--- src/rtl/button_press_classifier_pkg.sv ---
// Shared types and helpers for the button press classifier and its timing blocks.
// Holds the FSM state encoding and the ms-to-cycles conversion.
package button_pkg;

    // 2'd3 is unused and sends the FSM back to idle.
    typedef enum logic [1:0] {
        ST_IDLE    = 2'd0,
        ST_PRESSED = 2'd1,
        ST_HELD    = 2'd2,
        ST_BAD     = 2'd3
    } state_t;

    function automatic int ms_to_cycles(input int clk_freq, input int ms);
        return (clk_freq / 1000) * ms;
    endfunction

endpackage

--- src/rtl/button_press_classifier_if.sv ---
// Button-in / event-out bundle between the debounce stage, the classifier
// and the game/menu FSM. master drives the button, slave classifies.
interface button_press_classifier_if;

    logic btn_pulse;
    logic btn_level;
    logic short_press;
    logic long_press;
    logic repeat_tick;
    logic hold_active;

    modport master (
        output btn_pulse,
        output btn_level,
        input  short_press,
        input  long_press,
        input  repeat_tick,
        input  hold_active
    );

    modport slave (
        input  btn_pulse,
        input  btn_level,
        output short_press,
        output long_press,
        output repeat_tick,
        output hold_active
    );

endinterface

--- src/rtl/button_press_classifier_ms_tick_gen.sv ---
// Millisecond prescaler: one-cycle tick every CPM clocks, synchronous clear.
// Ports: clk, rst_n (async, active low), clear (in), tick (out).
module ms_tick_gen
    import button_pkg::*;
#(
    parameter int CLK_FREQ = 50_000_000
) (
    input  logic clk,
    input  logic rst_n,
    input  logic clear,
    output logic tick
);

    localparam int CPM = ms_to_cycles(CLK_FREQ, 1);
    localparam int W   = $clog2(CPM);
    localparam logic [W-1:0] LAST = W'(CPM - 1);

    logic [W-1:0] cnt;

    always_ff @(posedge clk or negedge rst_n) begin
        if (!rst_n) begin
            cnt <= '0;
        end else if (clear) begin
            cnt <= '0;
        end else if (cnt == LAST) begin
            cnt <= '0;
        end else begin
            cnt <= cnt + 1'b1;
        end
    end

    assign tick = !clear && (cnt == LAST);

endmodule

--- src/rtl/button_press_classifier.sv ---
// Classifies debounced button presses as short, long or held-repeat.
// Ports: clk, rst_n (async, active low), bus (slave: btn_pulse/btn_level in,
// short_press/long_press/repeat_tick/hold_active out, all registered).
module button_press_classifier
    import button_pkg::*;
#(
    parameter int CLK_FREQ  = 50_000_000,
    parameter int LONG_MS   = 3000,
    parameter int REPEAT_MS = 250
) (
    input  logic                      clk,
    input  logic                      rst_n,
    button_press_classifier_if.slave  bus
);

    localparam int MS_W  = $clog2(LONG_MS + 1);
    localparam int REP_W = (REPEAT_MS > 0) ? $clog2(REPEAT_MS + 1) : 1;
    localparam bit REP_EN = (REPEAT_MS > 0);

    localparam logic [MS_W-1:0] MS_LAST = MS_W'(LONG_MS - 1);
    localparam logic [MS_W-1:0] MS_MAX  = MS_W'(LONG_MS);
    localparam logic [REP_W-1:0] REP_LAST =
        REP_W'((REPEAT_MS > 0) ? REPEAT_MS - 1 : 0);

    state_t           state;
    state_t           state_n;
    logic             ms_tick;
    logic             ms_clear;
    logic [MS_W-1:0]  ms_cnt;
    logic [REP_W-1:0] rep_cnt;

    logic short_n;
    logic long_n;
    logic rep_n;
    logic hold_n;
    logic short_q;
    logic long_q;
    logic rep_q;
    logic hold_q;

    // Prescaler is phase-locked to the accepting edge and keeps running
    // through HELD so repeat ticks stay on whole-ms boundaries.
    assign ms_clear = (state != ST_PRESSED) && (state != ST_HELD);

    ms_tick_gen #(
        .CLK_FREQ (CLK_FREQ)
    ) u_ms_tick (
        .clk   (clk),
        .rst_n (rst_n),
        .clear (ms_clear),
        .tick  (ms_tick)
    );

    always_ff @(posedge clk or negedge rst_n) begin
        if (!rst_n) begin
            state <= ST_IDLE;
        end else begin
            state <= state_n;
        end
    end

    // Release is checked before the threshold, so a release on the
    // threshold edge yields a short press and a release on a repeat
    // boundary suppresses the tick.
    always_comb begin
        state_n = state;
        short_n = 1'b0;
        long_n  = 1'b0;
        rep_n   = 1'b0;
        hold_n  = 1'b0;
        case (state)
            ST_IDLE: begin
                if (bus.btn_pulse) begin
                    state_n = ST_PRESSED;
                end
            end
            ST_PRESSED: begin
                if (!bus.btn_level) begin
                    short_n = 1'b1;
                    state_n = ST_IDLE;
                end else if (ms_tick && ms_cnt == MS_LAST) begin
                    long_n  = 1'b1;
                    hold_n  = 1'b1;
                    state_n = ST_HELD;
                end
            end
            ST_HELD: begin
                if (!bus.btn_level) begin
                    state_n = ST_IDLE;
                end else begin
                    hold_n = 1'b1;
                    if (REP_EN && ms_tick && rep_cnt == REP_LAST) begin
                        rep_n = 1'b1;
                    end
                end
            end
            default: begin
                state_n = ST_IDLE;
            end
        endcase
    end

    always_ff @(posedge clk or negedge rst_n) begin
        if (!rst_n) begin
            ms_cnt <= '0;
        end else if (state == ST_PRESSED || state == ST_HELD) begin
            if (ms_tick && ms_cnt != MS_MAX) begin
                ms_cnt <= ms_cnt + 1'b1;
            end
        end else begin
            ms_cnt <= '0;
        end
    end

    // Zero on entry to HELD, so the first repeat lands REPEAT_MS after
    // long_press.
    always_ff @(posedge clk or negedge rst_n) begin
        if (!rst_n) begin
            rep_cnt <= '0;
        end else if (state != ST_HELD) begin
            rep_cnt <= '0;
        end else if (ms_tick) begin
            if (rep_cnt == REP_LAST) begin
                rep_cnt <= '0;
            end else begin
                rep_cnt <= rep_cnt + 1'b1;
            end
        end
    end

    always_ff @(posedge clk or negedge rst_n) begin
        if (!rst_n) begin
            short_q <= 1'b0;
            long_q  <= 1'b0;
            rep_q   <= 1'b0;
            hold_q  <= 1'b0;
        end else begin
            short_q <= short_n;
            long_q  <= long_n;
            rep_q   <= rep_n;
            hold_q  <= hold_n;
        end
    end

    assign bus.short_press = short_q;
    assign bus.long_press  = long_q;
    assign bus.repeat_tick = rep_q;
    assign bus.hold_active = hold_q;

endmodule

--- src/flat_wrapper.sv ---
// flat-port wrapper written by rule: the top's interface ports become plain ports
module button_press_classifier_flat import button_pkg::*;
#(
    parameter int CLK_FREQ  = 50_000_000,
    parameter int LONG_MS   = 3000,
    parameter int REPEAT_MS = 250
)
  (clk, rst_n, bus_btn_pulse, bus_btn_level, bus_short_press, bus_long_press, bus_repeat_tick, bus_hold_active);
  button_press_classifier_if bus_i ();
  input  logic clk;
  input  logic rst_n;
  input wire logic [$bits(bus_i.btn_pulse)-1:0] bus_btn_pulse;
  input wire logic [$bits(bus_i.btn_level)-1:0] bus_btn_level;
  output wire logic [$bits(bus_i.short_press)-1:0] bus_short_press;
  output wire logic [$bits(bus_i.long_press)-1:0] bus_long_press;
  output wire logic [$bits(bus_i.repeat_tick)-1:0] bus_repeat_tick;
  output wire logic [$bits(bus_i.hold_active)-1:0] bus_hold_active;
  assign bus_i.btn_pulse = bus_btn_pulse;
  assign bus_i.btn_level = bus_btn_level;
  assign bus_short_press = bus_i.short_press;
  assign bus_long_press = bus_i.long_press;
  assign bus_repeat_tick = bus_i.repeat_tick;
  assign bus_hold_active = bus_i.hold_active;
  button_press_classifier #(.CLK_FREQ(CLK_FREQ), .LONG_MS(LONG_MS), .REPEAT_MS(REPEAT_MS)) u_core (.clk(clk), .rst_n(rst_n), .bus(bus_i));
endmodule
--- config.mk ---
export PLATFORM = sky130hd
export DESIGN_NAME = button_press_classifier_flat
export DESIGN_NICKNAME = d
export VERILOG_FILES = /design/src/rtl/button_press_classifier_pkg.sv /design/src/rtl/button_press_classifier_if.sv /design/src/rtl/button_press_classifier_ms_tick_gen.sv /design/src/rtl/button_press_classifier.sv /design/src/flat_wrapper.sv
export SDC_FILE = /design/constraint.sdc
export NUM_CORES = 1
export LEC_CHECK = 0
export CORE_UTILIZATION = 60
export CTS_CLUSTER_DIAMETER = 40
export DETAILED_ROUTE_END_ITERATION = 7
export PLACE_DENSITY = 0.85
export SLEW_MARGIN = 20
export SYNTH_ARGS = -nofsm -noshare
export SYNTH_HDL_FRONTEND = slang
export SYNTH_SLANG_ARGS = --single-unit
--- constraint.sdc ---
create_clock -name clk -period 3.3 [get_ports clk]
set_input_delay 0.33 -clock clk [delete_from_list [all_inputs] [get_ports clk]]
set_output_delay 0.33 -clock clk [all_outputs]
set_load 0.005 [all_outputs]
# == After elaboration in Yosys (flattened, before gate mapping) ==
# Cells that the tools add are included.
# word_totals
wordCells,55
ff_bits,42
output_inout_bits,4
# op_classes
mux,22
n_addsub,3
eq_ne,12
reduce_logical,10
# op_table
cell,count
16-bit 2-to-1 mux,2
12-bit 2-to-1 mux,2
8-bit 2-to-1 mux,3
16-bit by 1-bit adder with 16-bit output (second input constant),1
16-bit == test (second input constant),1
12-bit by 1-bit adder with 12-bit output (second input constant),1
12-bit == test (second input constant),1
12-bit inequality test (second input constant),1
1-bit 2-to-1 mux,9
8-bit by 1-bit adder with 8-bit output (second input constant),1
8-bit == test (second input constant),1
2-bit 2-to-1 mux,4
2-bit inequality test (second input constant),4
2-bit case mux with 3 select lines,1
1-bit logical AND,5
3-bit by 2-bit inequality test with 1-bit output (second input constant),1
3-bit AND reduction,1
2-bit by 1-bit == test with 1-bit output (second input constant),1
2-bit == test (second input constant),1
2-bit logical NOT,1
2-bit by 1-bit inequality test with 1-bit output (second input constant),1
1-bit case mux with 2 select lines,1
2-bit nonzero test,1
1-bit logical NOT,1
1-bit logical OR,1

# == Depth between registers and ports, before layout ==
# Gate-level depths: netlist of the first run.
# depth
depth_word,8
depth_mapped,8
mapped_depth_nobuf,7

# == Cells and area by module ==
# Synthesis of the first run repeated with hierarchy kept, for this count alone.
# unflattened
hier_cells,226
hier_area_um2,2199.6
# modules_own_cells
mod,seq_area_each_um2,area_per_inst_um2,cells_each,n_inst
button_press_classifier,650.6,1405.1,145,1
ms_tick_gen,400.4,794.5,81,1

# == Worst setup path after synthesis of the first run ==
# OpenSTA, ideal clock, no wires.
# synth_timing
path_type,register to register
startpoint,register u_core.u_ms_tick.cnt[4]
endpoint,register u_core.ms_cnt[8]
stages_incl_launch_ff,6
setup_time_ns,0.129
period_less_slack_ns,2.294
slack_ns,1.006
arrival_time_ns,2.165
path_cell_list,dfrtp_1 > or4b_4 > or4_4 > or3_4 > o211ai_1 > o31ai_1
# synth_between
elab_chain_cells,4
# synth_rtl
element,line,rtl
start: declaration,button_press_classifier_ms_tick_gen.sv:18,logic [W-1:0] cnt;
start signal: assignment,button_press_classifier_ms_tick_gen.sv:28,cnt <= cnt + 1'b1;
16-bit == test,button_press_classifier_ms_tick_gen.sv:32,assign tick = !clear && (cnt == LAST);
1-bit logical AND,button_press_classifier_ms_tick_gen.sv:32,
1-bit logical AND,button_press_classifier.sv:107,if (ms_tick && ms_cnt != MS_MAX) begin
2-bit inequality test (no line),n/a,
end signal: assignment,button_press_classifier.sv:108,ms_cnt <= ms_cnt + 1'b1;
end: declaration,button_press_classifier.sv:29,logic [MS_W-1:0] ms_cnt;
# No other way between the ends.
# A chain may end at the register's enable or synchronous reset.

# == Worst setup path in the final report of the first run ==
# layout_timing
startpoint,register u_core.state[0]
endpoint,register u_core.ms_cnt[8]
# layout_between
elab_chain_cells,6
elab_cells_between_ends,11
# layout_rtl
element,line,rtl
start: declaration,button_press_classifier.sv:25,state_t state;
start signal: assignment,button_press_classifier.sv:58,state <= state_n;
2-bit by 1-bit inequality test with 1-bit output / 2-bit inequality test (equally long branches),button_press_classifier.sv:43,assign ms_clear = (state != ST_PRESSED) && (state != ST_HELD);
1-bit logical AND,button_press_classifier.sv:43,
1-bit logical NOT,button_press_classifier_ms_tick_gen.sv:32,
1-bit logical AND,button_press_classifier_ms_tick_gen.sv:32,
1-bit logical AND,button_press_classifier.sv:107,
2-bit inequality test (no line),n/a,
# Several ways; a longest one is shown, not always the timed one.

==> results.yml, run 1 <==
status:
  status: "complete, no violations"
placement:
  routability_cong: 0.8262
  hpwl_mm: 2.804
  placedInstanceArea_mm2: 0.002349
  port_buffers: 7
clock_network:
  cts_clock_pin_slew_for_the_worst_setup_and_hold_paths_ns: 0.08
  postCtsSetupRepairBufs: 0
  cts-resized-gates: 0
  ctsHtreeMaxLevel: 2
  tritoncts_clock_tree: "yes"
  worstSkewPairLatency_ns: 0.30
  cts.sink_count: 42
  clockBufferDepth: 2
  cts_hold_buf: 0
  cts_inserted_buffers: 5
  cts_root_buffer_type: "sky130_fd_sc_hd__clkbuf_8"
timing:
  fin_setup_tns_ns: 0
  fmaxAchievable_mhz: 374.4
  timing.slew.headroom_pct: 42.04
  finClkSkew_ns: 0.003331
  worst_margin_pin_slew_ns: 0.8694
  max_slew_violation_count: 0
  rsz0062_at_grt: "no"
  report.final.hold_viol_count: 0
  min_period_ns: 2.671
  period_share_pct: 80.93
  finalSetupViolations: 0
critical_path:
  reg2reg_depth: 7
  crit_path_top_delay_cell: "sky130_fd_sc_hd__or4_4"
  r2r-end: "u_core.ms_cnt[8]"
  worst_setup_path_end_kind: "flop"
  critical_path_required_ns: 3.48
  critical_path.reg2reg.startpoint: "u_core.state[0]"
  crit_path_cell_trace: "inv_1, ha_1, nand4_1, or4_4, or3_4, o211ai_1, o31ai_1"
  critical_path_arrival_ns: 2.85
  setup.worst_path.class: "reg -> reg"
  r2r_setup_slk_ns: 0.63
  timing.critical_path.max_delay_family: "simple AND/OR/NAND/NOR gates"
  nature_of_the_critical_path_startpoint: "flop"
  critical-path-max-stage-delay_ns: 0.57
  critPathMaxFanout: 13
  critical_path_buf_inv_count: 1
layout:
  final_util_pct: 70.88
  diodes: 0
  drive_above_1_share_pct: 9.091
  area_growth_pct: 9.183
  post-route-cell-area_mm2: 0.002440
  final_nets: 253
drt:
  drt_first_pass_iters: 4
  num_vias: 1709
  initialDrtViolationCount: 112
  wl_per_cell_um: 13.98
  route.detailed.vias_per_inst: 5.934
  drcViolationCount: 0
  routed_wl_mm: 4.025
  postRouteAntennaNets: 0
synthesis:
  synth_cells: 230
  synth-seq-area-share_pct: 47.03
  synth.yosys.warnings: 0
  synth-edff-count: 0
  synth.ff_latch_count: 42
  leading_area_contributor_after_synthesis: "sky130_fd_sc_hd__dfrtp_1"
  synth_flop_cell: "sky130_fd_sc_hd__dfrtp_1"
  synth.net_count: 242
  synth.top_cells.by_area: "sky130_fd_sc_hd__dfrtp_1 (47%), sky130_fd_sc_hd__nand2_1 (5.0%), sky130_fd_sc_hd__ha_1 (4.5%), sky130_fd_sc_hd__xor2_1 (3.1%), sky130_fd_sc_hd__and3_1 (2.8%)"
  ys_async_sr_fraction_pct: 100.0
  netlist-cell-type-count: 46
  post_synth_instance_area_mm2: 0.002235
  netlist.area_leader.share_pct: 47.03
  mean_post_synth_cell_area_um2: 9.716
die:
  dieArea_mm2: 0.003972
  initial_core_util_pct: 64.92
  die_w_um: 63.03
  core_region_area_mm2: 0.003442
  ios: 8
  die_height_um: 63.03
  row_count: 21
grt:
  grt_antenna_before_repair: 0
  grt_pass1_vias: 1626
  grt_overflow_total: 0
  grt_util_all_layers_pct: 24.00
  pin_count_of_the_biggest_net_entering_global_routing: 43
  grt_first_pass_wirelength_mm: 7.348
power_and_ir_drop:
  finalPower_mw: 1.068
  power_per_cell_area_mw_per_mm2: 437.9
  leakagePower_nw: 1.005
  power.ir.vdd_worst_mv: 0.3223
flow_run:
  timing.max_cap.violations: 0
hold_path:
  hp-class: "in -> async"
## where the power goes
| part | internal, mW | switching [mW] |
|---|---|---|
| sequential | 0.536 | 0.0160 |
| combinational | 0.0613 | 0.114 |
| clock | 0.169 | 0.172 |
## worst max-delay path by stage
stage | startpoint | to | cells past startpoint
2_1_floorplan | u_core.u_ms_tick.cnt[4] | u_core.ms_cnt[8] | 5
3_3_place_gp | u_core.state[1] | u_core.ms_cnt[8] | 7
3_5_place_dp | u_core.state[0] | u_core.ms_cnt[8] | 7
4_1_cts | u_core.state[0] | u_core.ms_cnt[8] | 7
5_1_grt | u_core.state[1] | u_core.ms_cnt[10] | 7
6_report | u_core.state[0] | u_core.ms_cnt[8] | 7
## cells in the mapped netlist, types with 4 or more instances
cell	n
sky130_fd_sc_hd__ha_1	8
sky130_fd_sc_hd__nand3b_1	4
sky130_fd_sc_hd__mux2i_1	4
sky130_fd_sc_hd__and3_1	10
sky130_fd_sc_hd__o211ai_1	4
sky130_fd_sc_hd__or3_1	8
sky130_fd_sc_hd__nand2_1	30
sky130_fd_sc_hd__nor2_1	13
sky130_fd_sc_hd__nor3_1	6
sky130_fd_sc_hd__nand3_1	9
sky130_fd_sc_hd__nand4_1	9
sky130_fd_sc_hd__dfrtp_1	42
sky130_fd_sc_hd__a21oi_1	12
sky130_fd_sc_hd__xor2_1	8
sky130_fd_sc_hd__o21ai_0	12
sky130_fd_sc_hd__inv_1	7
## sequential cells by signal, summed over array words and instances (netlist names)
name / count
u_core.u_ms_tick.cnt: 16
u_core.ms_cnt: 12
u_core.rep_cnt: 8
u_core.state: 2
u_core.bus.hold_active: 1
u_core.bus.long_press: 1
u_core.bus.repeat_tick: 1
u_core.bus.short_press: 1
## layout make-up
class | count | area, um^2
clock buffer | 7 | 86.33
timing repair buffer | 8 | 72.57
clock inverter | 1 | 5.005
inverter | 7 | 26.28
multi-input combinational | 177 | 1141
sequential | 42 | 1051
tap | 46 | 57.56
fill | 264 | 1002
## stage by stage
stage               cells  hold WS [ns]  setup slack, ns
global route          288        0.2296           0.4750
detailed placement    280        0.4580           0.6559
finish                288        0.1380           0.6294
CTS                   288        0.1837           0.6578
floorplan             230       0.03441            1.006
global placement      280        0.4420           0.7625
## cell usage in the layout (no fill, tap or decap), types with 4 or more instances in the layout
| master | Yosys | layout |
|---|---|---|
| sky130_fd_sc_hd__inv_1 | 7 | 7 |
| sky130_fd_sc_hd__ha_1 | 8 | 8 |
| sky130_fd_sc_hd__nand4_1 | 9 | 9 |
| sky130_fd_sc_hd__nor2_1 | 13 | 13 |
| sky130_fd_sc_hd__nor3_1 | 6 | 6 |
| sky130_fd_sc_hd__mux2i_1 | 4 | 4 |
| sky130_fd_sc_hd__and3_1 | 10 | 10 |
| sky130_fd_sc_hd__o211ai_1 | 4 | 4 |
| sky130_fd_sc_hd__xor2_1 | 8 | 8 |
| sky130_fd_sc_hd__nand2_1 | 30 | 30 |
| sky130_fd_sc_hd__clkdlybuf4s50_1 | 0 | 6 |
| sky130_fd_sc_hd__dfrtp_1 | 42 | 42 |
| sky130_fd_sc_hd__nand3b_1 | 4 | 4 |
| sky130_fd_sc_hd__nand3_1 | 9 | 9 |
| sky130_fd_sc_hd__or3_1 | 8 | 8 |
| sky130_fd_sc_hd__o21ai_0 | 12 | 12 |
| sky130_fd_sc_hd__clkbuf_8 | 0 | 6 |
| sky130_fd_sc_hd__a21oi_1 | 12 | 12 |
## layer usage
layer,wire length [um],vias to the layer above,global-route usage (%)
met3,176,6,7.664
li1,-,853,-
met5,0,-,0
met4,48,0,8.430
met2,1822,38,36.83
met1,1977,812,31.77
## cells by family after synthesis
family | count (synthesis) | synth area share [%]
mux | 4 | 1.792
buf+inv | 11 | 2.240
xor+xnor | 9 | 3.528
compound gates | 41 | 10.97
fa+ha+maj | 8 | 4.479
simple gates | 115 | 29.96
flops | 42 | 47.03
Note: power is estimated with default switching activity, not from simulation.
==> run 2: changes to the inputs <==
- clock period: 3.3 -> 2.56 ns (I/O delays scaled with it)
==> results.yml, run 2 (same netlist as run 1, synthesis figures left out) <==
clock_network:
  ctsHtreeMaxLevel: 2
  clockBufferDepth: 2
  tritoncts_clock_tree: "yes"
  cts-resized-gates: 0
  cts_clock_pin_slew_for_the_worst_setup_and_hold_paths_ns: 0.08
  worstSkewPairLatency_ns: 0.29
  cts.sink_count: 42
  cts_inserted_buffers: 5
  cts_root_buffer_type: "sky130_fd_sc_hd__clkbuf_8"
power_and_ir_drop:
  leakagePower_nw: 1.040
  power_per_cell_area_mw_per_mm2: 580.3
  power.ir.vdd_worst_mv: 0.5055
grt:
  grt_pass1_vias: 1738
  grt_util_met3_pct: 4.015
  grt_antenna_before_repair: 0
  grt_util_all_layers_pct: 24.98
  grt_first_pass_wirelength_mm: 7.721
  grt-busiest-layer: "met2"
  grt_overflow_total: 0
  use_met1_pct: 33.21
  pin_count_of_the_biggest_net_entering_global_routing: 43
  grt_util_met2_pct: 39.25
drt:
  drt_first_pass_iters: 4
  drcViolationCount: 0
  initialDrtViolationCount: 121
  route.detailed.vias_per_inst: 5.956
  wl_per_cell_um: 14.11
  routed_wl_mm: 4.161
  num_vias: 1757
  postRouteAntennaNets: 0
timing:
  fmaxAchievable_mhz: 403.8
  period_share_pct: 96.75
  min_period_ns: 2.477
  worst_margin_pin_slew_ns: 0.8990
  finClkSkew_ns: 0.007997
  timing.slew.headroom_pct: 40.07
  max_slew_violation_count: 0
  report.final.hold_viol_count: 0
  finalSetupViolations: 0
  fin_setup_tns_ns: 0
  rsz0062_at_grt: "no"
placement:
  hpwl_mm: 2.929
  port_buffers: 7
  routability_cong: 0.7824
  placedInstanceArea_mm2: 0.002386
critical_path:
  critical-path-max-stage-delay_ns: 0.56
  crit_path_cell_trace: "or4b_4, or4_4, or3_4, o211ai_1, o31ai_1"
  critical_path_buf_inv_count: 0
  worst_setup_path_end_kind: "flop"
  critical_path_required_ns: 2.72
  timing.critical_path.max_delay_family: "simple AND/OR/NAND/NOR gates"
  crit_path_top_delay_cell: "sky130_fd_sc_hd__or4b_4"
  setup.worst_path.class: "reg -> reg"
  critPathMaxFanout: 5
  nature_of_the_critical_path_startpoint: "flop"
  critical_path_arrival_ns: 2.64
layout:
  largest_reg_flops: 16
  regArea_mm2: 0.001051
  final_util_pct: 72.85
  biggestRegsByFlops: "u_core.u_ms_tick.cnt (16), u_core.ms_cnt (12), u_core.rep_cnt (8)"
  multiInputGateArea_mm2: 0.001141
  final_common_cell: "sky130_fd_sc_hd__dfrtp_1"
  nFillCells: 241
  final_nets: 260
  drive_above_1_share_pct: 11.24
  area_growth_pct: 12.21
  post-route-cell-area_mm2: 0.002507
  diodes: 0
  largest_register: "u_core.u_ms_tick.cnt"
  mostFrequentLayoutCells: "sky130_fd_sc_hd__dfrtp_1 (42), sky130_fd_sc_hd__nand2_1 (30), sky130_fd_sc_hd__nor2_1 (13)"
die:
  die_w_um: 63.03
  core_region_area_mm2: 0.003442
  initial_core_util_pct: 64.92
  die_height_um: 63.03
  dieArea_mm2: 0.003972
  row_count: 21
  ios: 8
status:
  status: "complete, no violations"
flow_run:
  timing.max_cap.violations: 0
hold_path:
  hp-class: "in -> async"
run 2: changes by cell type in the layout (fill, tap and decap cells not counted), sizes merged:
cell	before	now
bufinv	0	1
buf	2	9
clkinv	1	0
run 2: final cells by class:
| class | instances | area share [%] |
|---|---|---|
| repair buffers | 15 | 4.990 |
| clock buffers | 7 | 3.044 |
| flip-flops and latches | 42 | 41.92 |
| well taps | 46 | 2.295 |
| clock inverters | 1 | 1.198 |
| inverters | 7 | 1.048 |
| multi-input cells | 177 | 45.51 |
run 2: final timing paths:
check,from,endpoint,slack [ns],cells past startpoint
setup / recovery,u_core.u_ms_tick.cnt[4],u_core.ms_cnt[8],0.08,5
hold / removal,rst_n,u_core.bus.hold_active,0.09,1
setup reg to reg,u_core.u_ms_tick.cnt[4],u_core.ms_cnt[8],0.08,5
hold reg to reg,u_core.u_ms_tick.cnt[0],u_core.u_ms_tick.cnt[0],0.45,1
max in group asynchronous,rst_n,u_core.ms_cnt[11],1.90,1
min in group clk,u_core.u_ms_tick.cnt[0],u_core.u_ms_tick.cnt[0],0.45,1
run 2: what timing repair did:
item / 4_1_cts / 5_1_grt
endpoints found under the setup margin: 0 / 1
hold buffers: 0 / 0
setup buffers: 0 / 2
run 2: power breakdown:
part / leakage (nW) / internal [mW] / switching (mW)
Combinational: 0.406 / 0.0874 / 0.153
Sequential: 0.582 / 0.692 / 0.0200
Clock: 0.0524 / 0.292 / 0.211
Total: 1.04 / 1.07 / 0.384
run 2: routing by layer:
metal,share of wire [%],vias to the layer above
li1,-,872
met1,47,845
met2,48,31
met3,3.0,9
met4,2.0,0
met5,0,-
run 2: through the flow:
stage	instances	total power, mW	hold WS, ns	setup WS, ns
after CTS	293	1.476	0.1296	0.04922
after global routing	295	1.539	0.1720	0.01041
after global placement	285	0.9619	0.4404	0.1741
final	295	1.455	0.08911	0.08322
after detailed placement	285	0.9677	0.4424	0.09615
after floorplan	230	0.8676	-0.03959	0.2657
run 2: worst register-to-register path, delay by kind of cell, from the launching register on:
kind            cells  cell delay, ns
compound gates      2            0.38
simple gates        3            1.55
flops               1            0.43
==> run 3: changes to the inputs <==
- SETUP_SLACK_MARGIN: not set -> 0.3
==> results.yml, run 3 (same netlist as run 1, synthesis figures left out) <==
clock_network:
  cts.sink_count: 42
  tritoncts_clock_tree: "yes"
  worstSkewPairLatency_ns: 0.30
  clockBufferDepth: 2
  ctsHtreeMaxLevel: 2
  cts_clock_pin_slew_for_the_worst_setup_and_hold_paths_ns: 0.08
  cts_root_buffer_type: "sky130_fd_sc_hd__clkbuf_8"
  cts_inserted_buffers: 5
timing:
  rsz0062_at_grt: "yes"
  timing.slew.headroom_pct: 39.34
  period_share_pct: 88.79
  fmaxAchievable_mhz: 439.9
  max_slew_violation_count: 0
  min_period_ns: 2.273
  fin_setup_tns_ns: 0
  worst_margin_pin_slew_ns: 0.9099
  finalSetupViolations: 0
  finClkSkew_ns: 0.01173
  report.final.hold_viol_count: 0
power_and_ir_drop:
  clock_power_share_pct: 28.9
  power.combinational.fraction_pct: 20.1
  p_switching_mw: 0.4166
  leakagePower_nw: 1.075
  seq_power_share_pct: 50.9
  power.ir.vdd_worst_mv: 0.3372
  sw_frac_of_total_pct: 29.74
  power_per_cell_area_mw_per_mm2: 544.4
  internal_power_mw: 0.9839
critical_path:
  critical-path-max-stage-delay_ns: 0.57
  nature_of_the_critical_path_startpoint: "flop"
  critPathMaxFanout: 5
  worst_setup_path_end_kind: "flop"
  crit_path_cell_trace: "inv_2, ha_4, nand4_1, or4_4, or3_4, nor2_2, mux2i_1"
  setup.worst_path.class: "reg -> reg"
  crit_path_top_delay_cell: "sky130_fd_sc_hd__or4_4"
  critical_path_arrival_ns: 2.50
  critical_path_required_ns: 2.79
layout:
  final_common_cell: "sky130_fd_sc_hd__dfrtp_1"
  biggestRegsByFlops: "u_core.u_ms_tick.cnt (16), u_core.ms_cnt (12), u_core.rep_cnt (8)"
  layout.cells.non_filler: 302
  final_nets: 268
  final_util_pct: 74.74
  mostFrequentLayoutCells: "sky130_fd_sc_hd__dfrtp_1 (42), sky130_fd_sc_hd__nand2_1 (30), sky130_fd_sc_hd__buf_4 (16)"
  largest_reg_flops: 16
  area_growth_pct: 15.12
  drive_above_1_share_pct: 16.02
  largest_register: "u_core.u_ms_tick.cnt"
  diodes: 0
drt:
  route.detailed.vias_per_inst: 6.013
  postRouteAntennaNets: 0
  drt_first_pass_iters: 4
  num_vias: 1816
  routed_wl_mm: 4.695
  wl_per_cell_um: 15.55
  drcViolationCount: 0
  initialDrtViolationCount: 134
hold_path:
  hp-class: "in -> async"
status:
  status: "complete, no violations"
grt:
  grt_pass1_vias: 1840
  grt_overflow_total: 0
  grt_antenna_before_repair: 0
  pin_count_of_the_biggest_net_entering_global_routing: 43
  grt_util_all_layers_pct: 25.20
  grt_first_pass_wirelength_mm: 7.859
placement:
  dpl.cell_count: 285
  hpwl_mm: 3.117
  routability_cong: 0.8583
  port_buffers: 7
die:
  die_height_um: 63.03
  dieArea_mm2: 0.003972
  die_w_um: 63.03
  ios: 8
  core_region_area_mm2: 0.003442
  initial_core_util_pct: 64.92
  row_count: 21
flow_run:
  timing.max_cap.violations: 0
## run 3: changes by cell type in the layout (fill, tap and decap cells not counted), moves of 2 or more
| cell | previous run | this run |
|---|---|---|
| sky130_fd_sc_hd__inv_1 | 7 | 5 |
| sky130_fd_sc_hd__inv_2 | 0 | 2 |
| sky130_fd_sc_hd__clkbuf_1 | 2 | 0 |
| sky130_fd_sc_hd__clkinv_2 | 0 | 2 |
| sky130_fd_sc_hd__buf_4 | 8 | 16 |
## run 3: critical path: cells and delay by family (launching register included)
family        cells  cell delay [ns]
fa+ha+maj         1             0.28
simple gates      4             1.30
mux               1             0.18
flops             1             0.38
buf+inv           1             0.07
## run 3: through the flow
step	area [um^2]	worst slack (ns)	power [mW]	hold slack [ns]
floorplan	2235	0.3645	0.8676	-0.03959
global placement	2386	0.2294	0.9716	0.4345
detailed placement	2386	0.1724	0.9792	0.4496
CTS	2517	0.2200	1.373	0.1368
global route	2572	0.1861	1.462	0.1745
finish	2572	0.2870	1.400	0.08172
## run 3: path summary, 6_finish.rpt
check,slack (ns),end,cells past startpoint,start
worst max-delay path,0.29,u_core.ms_cnt[10],7,u_core.state[0]
worst min-delay path,0.08,u_core.bus.short_press,1,rst_n
worst max register to register,0.29,u_core.ms_cnt[10],7,u_core.state[0]
worst min register to register,0.47,u_core.u_ms_tick.cnt[0],1,u_core.u_ms_tick.cnt[0]
max in group asynchronous,1.90,u_core.u_ms_tick.cnt[4],1,rst_n
min in group clk,0.47,u_core.u_ms_tick.cnt[0],1,u_core.u_ms_tick.cnt[0]
## run 3: what timing repair did
action,CTS,global route
hold buffers,0,0
buffers inserted,7,3
pin swaps,2,5
setup endpoints to repair,4,10
gates resized for setup,0,8
## run 3: cell type report
type                            instances  area [um^2]
Inverter                                7        26.28
Fill cell                             248        869.6
Tap cell                               46        57.56
Multi-Input combinational cell        177         1174
Clock inverter                          2        10.01
Sequential cell                        42         1051
Clock buffer                            5        68.82
Timing Repair Buffer                   23        185.2
## run 3: routing by layer
metal,track usage [%],vias up,wire length [um]
met5,0,-,0
met1,31.01,879,2056
met4,7.849,0,89
li1,-,884,-
met3,6.022,11,213
met2,43.28,42,2335
## run 3: power groups by stage
stage | registers, mW | logic, mW | clock network [mW]
6_report | 0.713 | 0.282 | 0.405
5_1_grt | 0.717 | 0.305 | 0.441
4_1_cts | 0.711 | 0.256 | 0.406
3_5_place_dp | 0.725 | 0.254 | 0
3_3_place_gp | 0.723 | 0.248 | 0
2_1_floorplan | 0.720 | 0.147 | 0
